### src/rtl/shift_operand_sequencer_if.sv
// Handshake/bus bundle between decode, the port-B register read and the shifter-operand sequencer.
// The master side issues requests and supplies port-B data; the slave side is the sequencer.
interface shift_operand_sequencer_if;
  logic        start;
  logic [31:0] ir;
  logic [31:0] rm_data;
  logic        c_in;
  logic [31:0] rs_data;
  logic        rf_rd_b;
  logic [3:0]  rf_addr_b;
  logic        busy;
  logic        done;
  logic [31:0] result;
  logic        shift_cout;
  logic        unsupported;

  modport master (
    output start, ir, rm_data, c_in, rs_data,
    input  rf_rd_b, rf_addr_b, busy, done, result, shift_cout, unsupported
  );

  modport slave (
    input  start, ir, rm_data, c_in, rs_data,
    output rf_rd_b, rf_addr_b, busy, done, result, shift_cout, unsupported
  );
endinterface

### src/rtl/shift_operand_sequencer.sv
// ARM shifter operand / carry-out via a 1-bit-per-cycle engine; done at cycle n+1 (n+2 for reg shifts).
// No backpressure: start is only taken in IDLE, and requests seen while busy are dropped.
module shift_operand_sequencer (
  input logic                    clk,
  input logic                    rst_n,
  shift_operand_sequencer_if.slave bus
);
  typedef enum logic [1:0] {IDLE, READ_RS, SHIFT, DONE} state_t;

  localparam logic [1:0] SH_LSL = 2'd0;
  localparam logic [1:0] SH_LSR = 2'd1;
  localparam logic [1:0] SH_ASR = 2'd2;
  localparam logic [1:0] SH_ROR = 2'd3;

  state_t      state, state_nxt;
  logic [31:0] work;
  logic        cout_q;
  logic [5:0]  cnt;
  logic [1:0]  sh_type;
  logic        rrx;
  logic        unsup_q;
  logic [3:0]  rs_addr;

  logic        accept;
  logic        is_imm_sh, is_reg_sh, is_immed;
  logic [4:0]  amt5;
  logic [7:0]  rs_amt;
  logic [5:0]  n_imm, n_reg;
  logic        rd_b;
  logic        unused_bits;

  assign accept    = (state == IDLE) && bus.start;
  assign is_imm_sh = (bus.ir[27:25] == 3'b000) && !bus.ir[4];
  assign is_reg_sh = (bus.ir[27:25] == 3'b000) && bus.ir[4] && !bus.ir[7];
  assign is_immed  = (bus.ir[27:25] == 3'b001);
  assign amt5      = bus.ir[11:7];
  assign rs_amt    = bus.rs_data[7:0];
  assign unused_bits = ^{bus.ir[31:28], bus.ir[24:12], bus.rs_data[31:8]};

  // Shift count for forms fully known at accept; reg shifts get theirs in READ_RS.
  always_comb begin
    n_imm = 6'd0;
    if (is_immed) begin
      n_imm = {1'b0, bus.ir[11:8], 1'b0};
    end else if (is_imm_sh) begin
      case (bus.ir[6:5])
        SH_LSL:         n_imm = {1'b0, amt5};
        SH_LSR, SH_ASR: n_imm = (amt5 == 5'd0) ? 6'd32 : {1'b0, amt5};
        default:        n_imm = (amt5 == 5'd0) ? 6'd1  : {1'b0, amt5};
      endcase
    end
  end

  always_comb begin
    n_reg = 6'd0;
    case (sh_type)
      SH_LSL, SH_LSR: n_reg = (rs_amt >= 8'd33) ? 6'd33 : rs_amt[5:0];
      SH_ASR:         n_reg = (rs_amt >= 8'd32) ? 6'd32 : rs_amt[5:0];
      default:        n_reg = {1'b0, rs_amt[4:0]};
    endcase
  end

  always_ff @(posedge clk) begin
    if (!rst_n) state <= IDLE;
    else        state <= state_nxt;
  end

  always_comb begin
    state_nxt = state;
    case (state)
      IDLE:    if (bus.start) state_nxt = is_reg_sh ? READ_RS : SHIFT;
      READ_RS: state_nxt = SHIFT;
      SHIFT:   if (cnt == 6'd0) state_nxt = DONE;
      DONE:    state_nxt = IDLE;
      default: state_nxt = IDLE;
    endcase
  end

  always_ff @(posedge clk) begin
    if (!rst_n) begin
      work    <= 32'd0;
      cout_q  <= 1'b0;
      cnt     <= 6'd0;
      sh_type <= 2'd0;
      rrx     <= 1'b0;
      unsup_q <= 1'b0;
      rs_addr <= 4'd0;
    end else if (accept) begin
      work    <= is_immed ? {24'd0, bus.ir[7:0]} : bus.rm_data;
      cout_q  <= bus.c_in;
      cnt     <= n_imm;
      sh_type <= is_immed ? SH_ROR : bus.ir[6:5];
      rrx     <= is_imm_sh && (bus.ir[6:5] == SH_ROR) && (amt5 == 5'd0);
      unsup_q <= !(is_imm_sh || is_reg_sh || is_immed);
      rs_addr <= bus.ir[11:8];
    end else if (state == READ_RS) begin
      cnt <= n_reg;
      // ROR by a non-zero multiple of 32 leaves the value alone but carries out bit 31.
      if (sh_type == SH_ROR && rs_amt != 8'd0 && rs_amt[4:0] == 5'd0)
        cout_q <= work[31];
    end else if (state == SHIFT && cnt != 6'd0) begin
      cnt <= cnt - 6'd1;
      case (sh_type)
        SH_LSL: begin
          cout_q <= work[31];
          work   <= {work[30:0], 1'b0};
        end
        SH_LSR: begin
          cout_q <= work[0];
          work   <= {1'b0, work[31:1]};
        end
        SH_ASR: begin
          cout_q <= work[0];
          work   <= {work[31], work[31:1]};
        end
        default: begin
          cout_q <= work[0];
          work   <= {(rrx ? cout_q : work[0]), work[31:1]};
        end
      endcase
    end
  end

  assign rd_b            = (state == READ_RS);
  assign bus.rf_rd_b     = rd_b;
  assign bus.rf_addr_b   = rd_b ? rs_addr : 4'd0;
  assign bus.busy        = (state != IDLE);
  assign bus.done        = (state == SHIFT) && (cnt == 6'd0);
  assign bus.result      = work;
  assign bus.shift_cout  = cout_q;
  assign bus.unsupported = unsup_q;
endmodule

### src/flat_wrapper.sv
// flat-port wrapper written by rule: the top's interface ports become plain ports
module shift_operand_sequencer_flat 
  (clk, rst_n, bus_start, bus_ir, bus_rm_data, bus_c_in, bus_rs_data, bus_rf_rd_b, bus_rf_addr_b, bus_busy, bus_done, bus_result, bus_shift_cout, bus_unsupported);
  shift_operand_sequencer_if bus_i ();
  input logic clk;
  input logic rst_n;
  input wire logic [$bits(bus_i.start)-1:0] bus_start;
  input wire logic [$bits(bus_i.ir)-1:0] bus_ir;
  input wire logic [$bits(bus_i.rm_data)-1:0] bus_rm_data;
  input wire logic [$bits(bus_i.c_in)-1:0] bus_c_in;
  input wire logic [$bits(bus_i.rs_data)-1:0] bus_rs_data;
  output wire logic [$bits(bus_i.rf_rd_b)-1:0] bus_rf_rd_b;
  output wire logic [$bits(bus_i.rf_addr_b)-1:0] bus_rf_addr_b;
  output wire logic [$bits(bus_i.busy)-1:0] bus_busy;
  output wire logic [$bits(bus_i.done)-1:0] bus_done;
  output wire logic [$bits(bus_i.result)-1:0] bus_result;
  output wire logic [$bits(bus_i.shift_cout)-1:0] bus_shift_cout;
  output wire logic [$bits(bus_i.unsupported)-1:0] bus_unsupported;
  assign bus_i.start = bus_start;
  assign bus_i.ir = bus_ir;
  assign bus_i.rm_data = bus_rm_data;
  assign bus_i.c_in = bus_c_in;
  assign bus_i.rs_data = bus_rs_data;
  assign bus_rf_rd_b = bus_i.rf_rd_b;
  assign bus_rf_addr_b = bus_i.rf_addr_b;
  assign bus_busy = bus_i.busy;
  assign bus_done = bus_i.done;
  assign bus_result = bus_i.result;
  assign bus_shift_cout = bus_i.shift_cout;
  assign bus_unsupported = bus_i.unsupported;
  shift_operand_sequencer u_core (.clk(clk), .rst_n(rst_n), .bus(bus_i));
endmodule
### config.mk
export PLATFORM = sky130hd
export DESIGN_NAME = shift_operand_sequencer_flat
export DESIGN_NICKNAME = d
export VERILOG_FILES = /design/src/rtl/shift_operand_sequencer_if.sv /design/src/rtl/shift_operand_sequencer.sv /design/src/flat_wrapper.sv
export SDC_FILE = /design/constraint.sdc
export NUM_CORES = 1
export LEC_CHECK = 0
export CORE_MARGIN = 3
export CORE_UTILIZATION = 38
export CTS_CLUSTER_DIAMETER = 50
export DETAILED_ROUTE_END_ITERATION = 10
export PLACE_DENSITY = 0.88
export SLEW_MARGIN = 20
export SYNTH_ARGS = -nofsm -noshare
export SYNTH_HDL_FRONTEND = slang
export SYNTH_SLANG_ARGS = --single-unit
### constraint.sdc
create_clock -name clk -period 1.83 [get_ports clk]
set_clock_uncertainty 0.2 [all_clocks]
set_input_delay 0.4575 -clock clk [delete_from_list [all_inputs] [get_ports clk]]
set_output_delay 0.4575 -clock clk [all_outputs]
set_load 0.03 [all_outputs]
==> results by group <==
Critical path
  • Req. time, crit path: 1840 ps
  • Worst-case reg-to-reg path depth: 9
  • Kind of critical path: primary input to flop
  • Setup slack, reg-to-reg: -250 ps
  • Critical Path Fanout Max: 4
  • FF-to-FF Start: u_core.cnt[0]
  • Setup crit end kind: flop
  • Worst flop-to-flop path endpoint: u_core.bus.result[19]
  • Worst path arrival time: 2130 ps
  • Startpoint Class: primary input

Synthesis
  • Synthesized flop and latch total: 49
  • Post-Syn Instances: 360
  • Most frequent cell after synthesis: dfxtp_1
  • Syn Std Cell Area: 3110 µm²
  • Synth top area share: 31.5%
  • Async SR Flop Fraction: 0%
  • Leading area contributor after synthesis: dfxtp_1
  • Seq/Total Area, Yosys: 31.5%
  • Synth cell types: 53
  • YS warnings: 0
  • Area contributors post-synth: dfxtp_1 32%, mux2_2 9.4%, a211oi_1 8.9%
  • Main synth FF type: dfxtp_1
  • Most frequent cells after synthesis: 49 x dfxtp_1, 37 x a211oi_1, 32 x nor3_1
  • EDFF count, synth: 0
  • Avg Cell Area, Syn: 8.64 µm²
  • Syn Nets: 469

Timing
  • Unrepaired setup endpoints after global routing: yes
  • Relative slew slack: 70.2%
  • Max-slew violation count: 0
  • Hold Fails Final Rpt: 0
  • Worst Tran Pin Value: 445 ps
  • Final Cycle Share: 115%
  • Maximum clock rate: 473 MHz
  • Setup violators final: 50
  • Final hold slack: 271 ps
  • Setup WS post-layout: -282 ps
  • Crit path time final: 2110 ps

Placed design
  • Hpwl dp: 7980 µm
  • Gpl congestion: 0.978
  • Post-DP Area: 4770 µm²
  • Port Buffers: 99
  • Placed Cells: 607

Global route
  • Initial antenna violation count: 0
  • Total grt overflow: 0
  • Vias in the first global route: 4161
  • First-pass GRT wire length: 21400 µm
  • Largest net degree at the start of global routing: 30
  • Gr usage total: 29.5%

Drt
  • 1st-iter DRT viols: 510
  • Via count: 4190
  • DRT antenna net count: 0
  • Vias per cell: 6.52
  • DR WL/cell: 24.2 µm
  • Wirelength, routed: 15600 µm
  • Pre-antenna DRT Iters: 7
  • DRC violations left: 0

Clocking
  • Htree depth: 2
  • CTS Hold Bufs: 0
  • Worst-path clk slew: 100 ps
  • CTS tree: yes
  • Clk sink count: 49
  • CTS Root Cell: clkbuf_8
  • Worst skew pair latency: 310 ps
  • Maximum buffer depth of the clock tree: 2
  • TritonCTS Buffers: 5

Layout
  • Area of the multi-input gates: 2660 µm²
  • Register area: 990 µm²
  • Fill cell total of the finished layout: 461
  • Final #Nets: 649
  • # diodes: 0
  • Syn-to-layout area delta: 88.2%
  • Layout cells sized above 1: 50.8%
  • Fin area: 5850 µm²
  • Layout Cells excl Fill: 643

Worst hold path
  • Worst hold path class: flop to flop
  • Worst Hold Path EP: u_core.rs_addr[1]
  • Worst Hold Launch: u_core.rs_addr[1]
  • Hold depth: 2

Run status
  • Failing checks: negative setup slack
  • Run status: complete, but fails checks

Floorplanning
  • Core area: 7850 µm²
  • Die W: 96.5 µm
  • # rows: 32
  • Initial Util: 39.6%
  • Die Y: 96.5 µm
  • # IOs: 141
  • Total die area: 9300 µm²

Job
  • Maxcap violations: 0

Pwr
  • Worst vdd ir: 0.00106 V
  • Pwr Total: 0.0108 W
  • PD cells: 1850 nW/µm²
  • Lkg Pwr: 2.33 nW
-- through the flow --
step	utilization, %	setup WS, ps	setup TNS, ps
3_3_place_gp	60.8	-571	-20330
4_1_cts	71.0	-191	-4040
3_5_place_dp	60.8	-647	-22340
2_1_floorplan	-	-64.4	-303
5_1_grt	74.6	-338	-9810
6_report	74.6	-282	-8170
-- cell usage in the layout, fill, tap and decap left out, types with 4 or more instances in the layout --
cell type / synthesis / layout
inv_1: 13 / 5
nor3_4: 0 / 5
nor3_1: 32 / 8
mux2i_1: 6 / 5
o32ai_2: 0 / 6
nor2b_1: 13 / 12
and2_4: 0 / 5
nor2_1: 12 / 8
ha_4: 0 / 6
a211oi_2: 1 / 23
a22oi_1: 25 / 25
a211oi_1: 37 / 13
nor3_2: 1 / 20
buf_6: 2 / 21
o21ai_0: 11 / 7
dfxtp_2: 0 / 4
clkdlybuf4s50_1: 0 / 39
dfxtp_1: 49 / 44
inv_2: 0 / 6
clkdlybuf4s15_1: 0 / 10
clkbuf_2: 0 / 6
mux2_2: 26 / 25
clkbuf_8: 0 / 5
a21oi_1: 12 / 8
buf_4: 1 / 77
nor2_4: 0 / 4
buf_12: 0 / 9
a311oi_2: 0 / 4
dlygate4sd2_1: 0 / 31
nand2_1: 21 / 20
-- what timing repair did --
item / in CTS / in global routing
hold endpoints to repair: 0 / 0
setup endpoints to repair: 83 / 66
resized for setup: 185 / 80
gates cloned: 6 / 0
pin swaps: 61 / 32
buffers inserted: 17 / 11
-- registers in the layout (all words and copies together), names as in the netlist --
name / count
u_core.sh_type: 2
u_core.bus.shift_cout: 1
u_core.state: 2
u_core.rrx: 1
u_core.bus.result: 32
u_core.bus.unsupported: 1
u_core.cnt: 6
u_core.rs_addr: 4
-- critical path: stages --
cell	delay (ps)
clkdlybuf4s15_1	230
or4_4	480
nor4b_4	420
buf_4	190
o211ai_1	100
a311oi_2	250
-- how the worst max path moves through the flow --
stage / startpoint / to / slack (ps)
detailed placement: bus_rs_data[4] / u_core.cnt[1] / -650
floorplan: bus_rs_data[4] / u_core.cnt[3] / -60
global placement: bus_ir[25] / u_core.cnt[5] / -570
finish: bus_rs_data[4] / u_core.cnt[1] / -280
global route: bus_rs_data[4] / u_core.cnt[1] / -340
CTS: u_core.cnt[0] / bus_done / -190
-- area by class of cell --
cell class | count | share of cell area (%)
clock buffers | 6 | 1.24
clock inverters | 2 | 0.235
inverters | 14 | 1.03
multi-input cells | 268 | 45.4
flip-flops and latches | 49 | 16.9
well taps | 102 | 2.18
repair buffers | 202 | 33.0
-- report_power, final --
| group | leakage, nW | switching (W) | total (W) | internal, W |
|---|---|---|---|---|
| combinational | 1.88 | 0.00435 | 0.00806 | 0.00371 |
| clock | 0.0456 | 0.000418 | 0.000693 | 0.000274 |
| sequential | 0.406 | 0.000550 | 0.00209 | 0.00154 |
| total | 2.33 | 0.00531 | 0.0108 | 0.00553 |
-- layer usage --
layer,track usage [%],wire length (µm)
met1,35.6,5830
met2,50.0,7060
met3,6.20,1680
met4,14.0,988
met5,0,0
-- cell families (layout without fill, tap and decap cells) --
group	count (synthesis)	after routing	share of synthesized area, %
AOI/OAI and AO/OA	120	120	28.1
and+or+nand+nor	103	103	18.1
DFF	49	49	31.5
buffers and inverters	43	224	6.12
muxes	32	32	11.3
adders and majority gates	9	9	3.62
xor gates and xnor gates	4	4	1.13
Power figures use the tool's default switching activity.
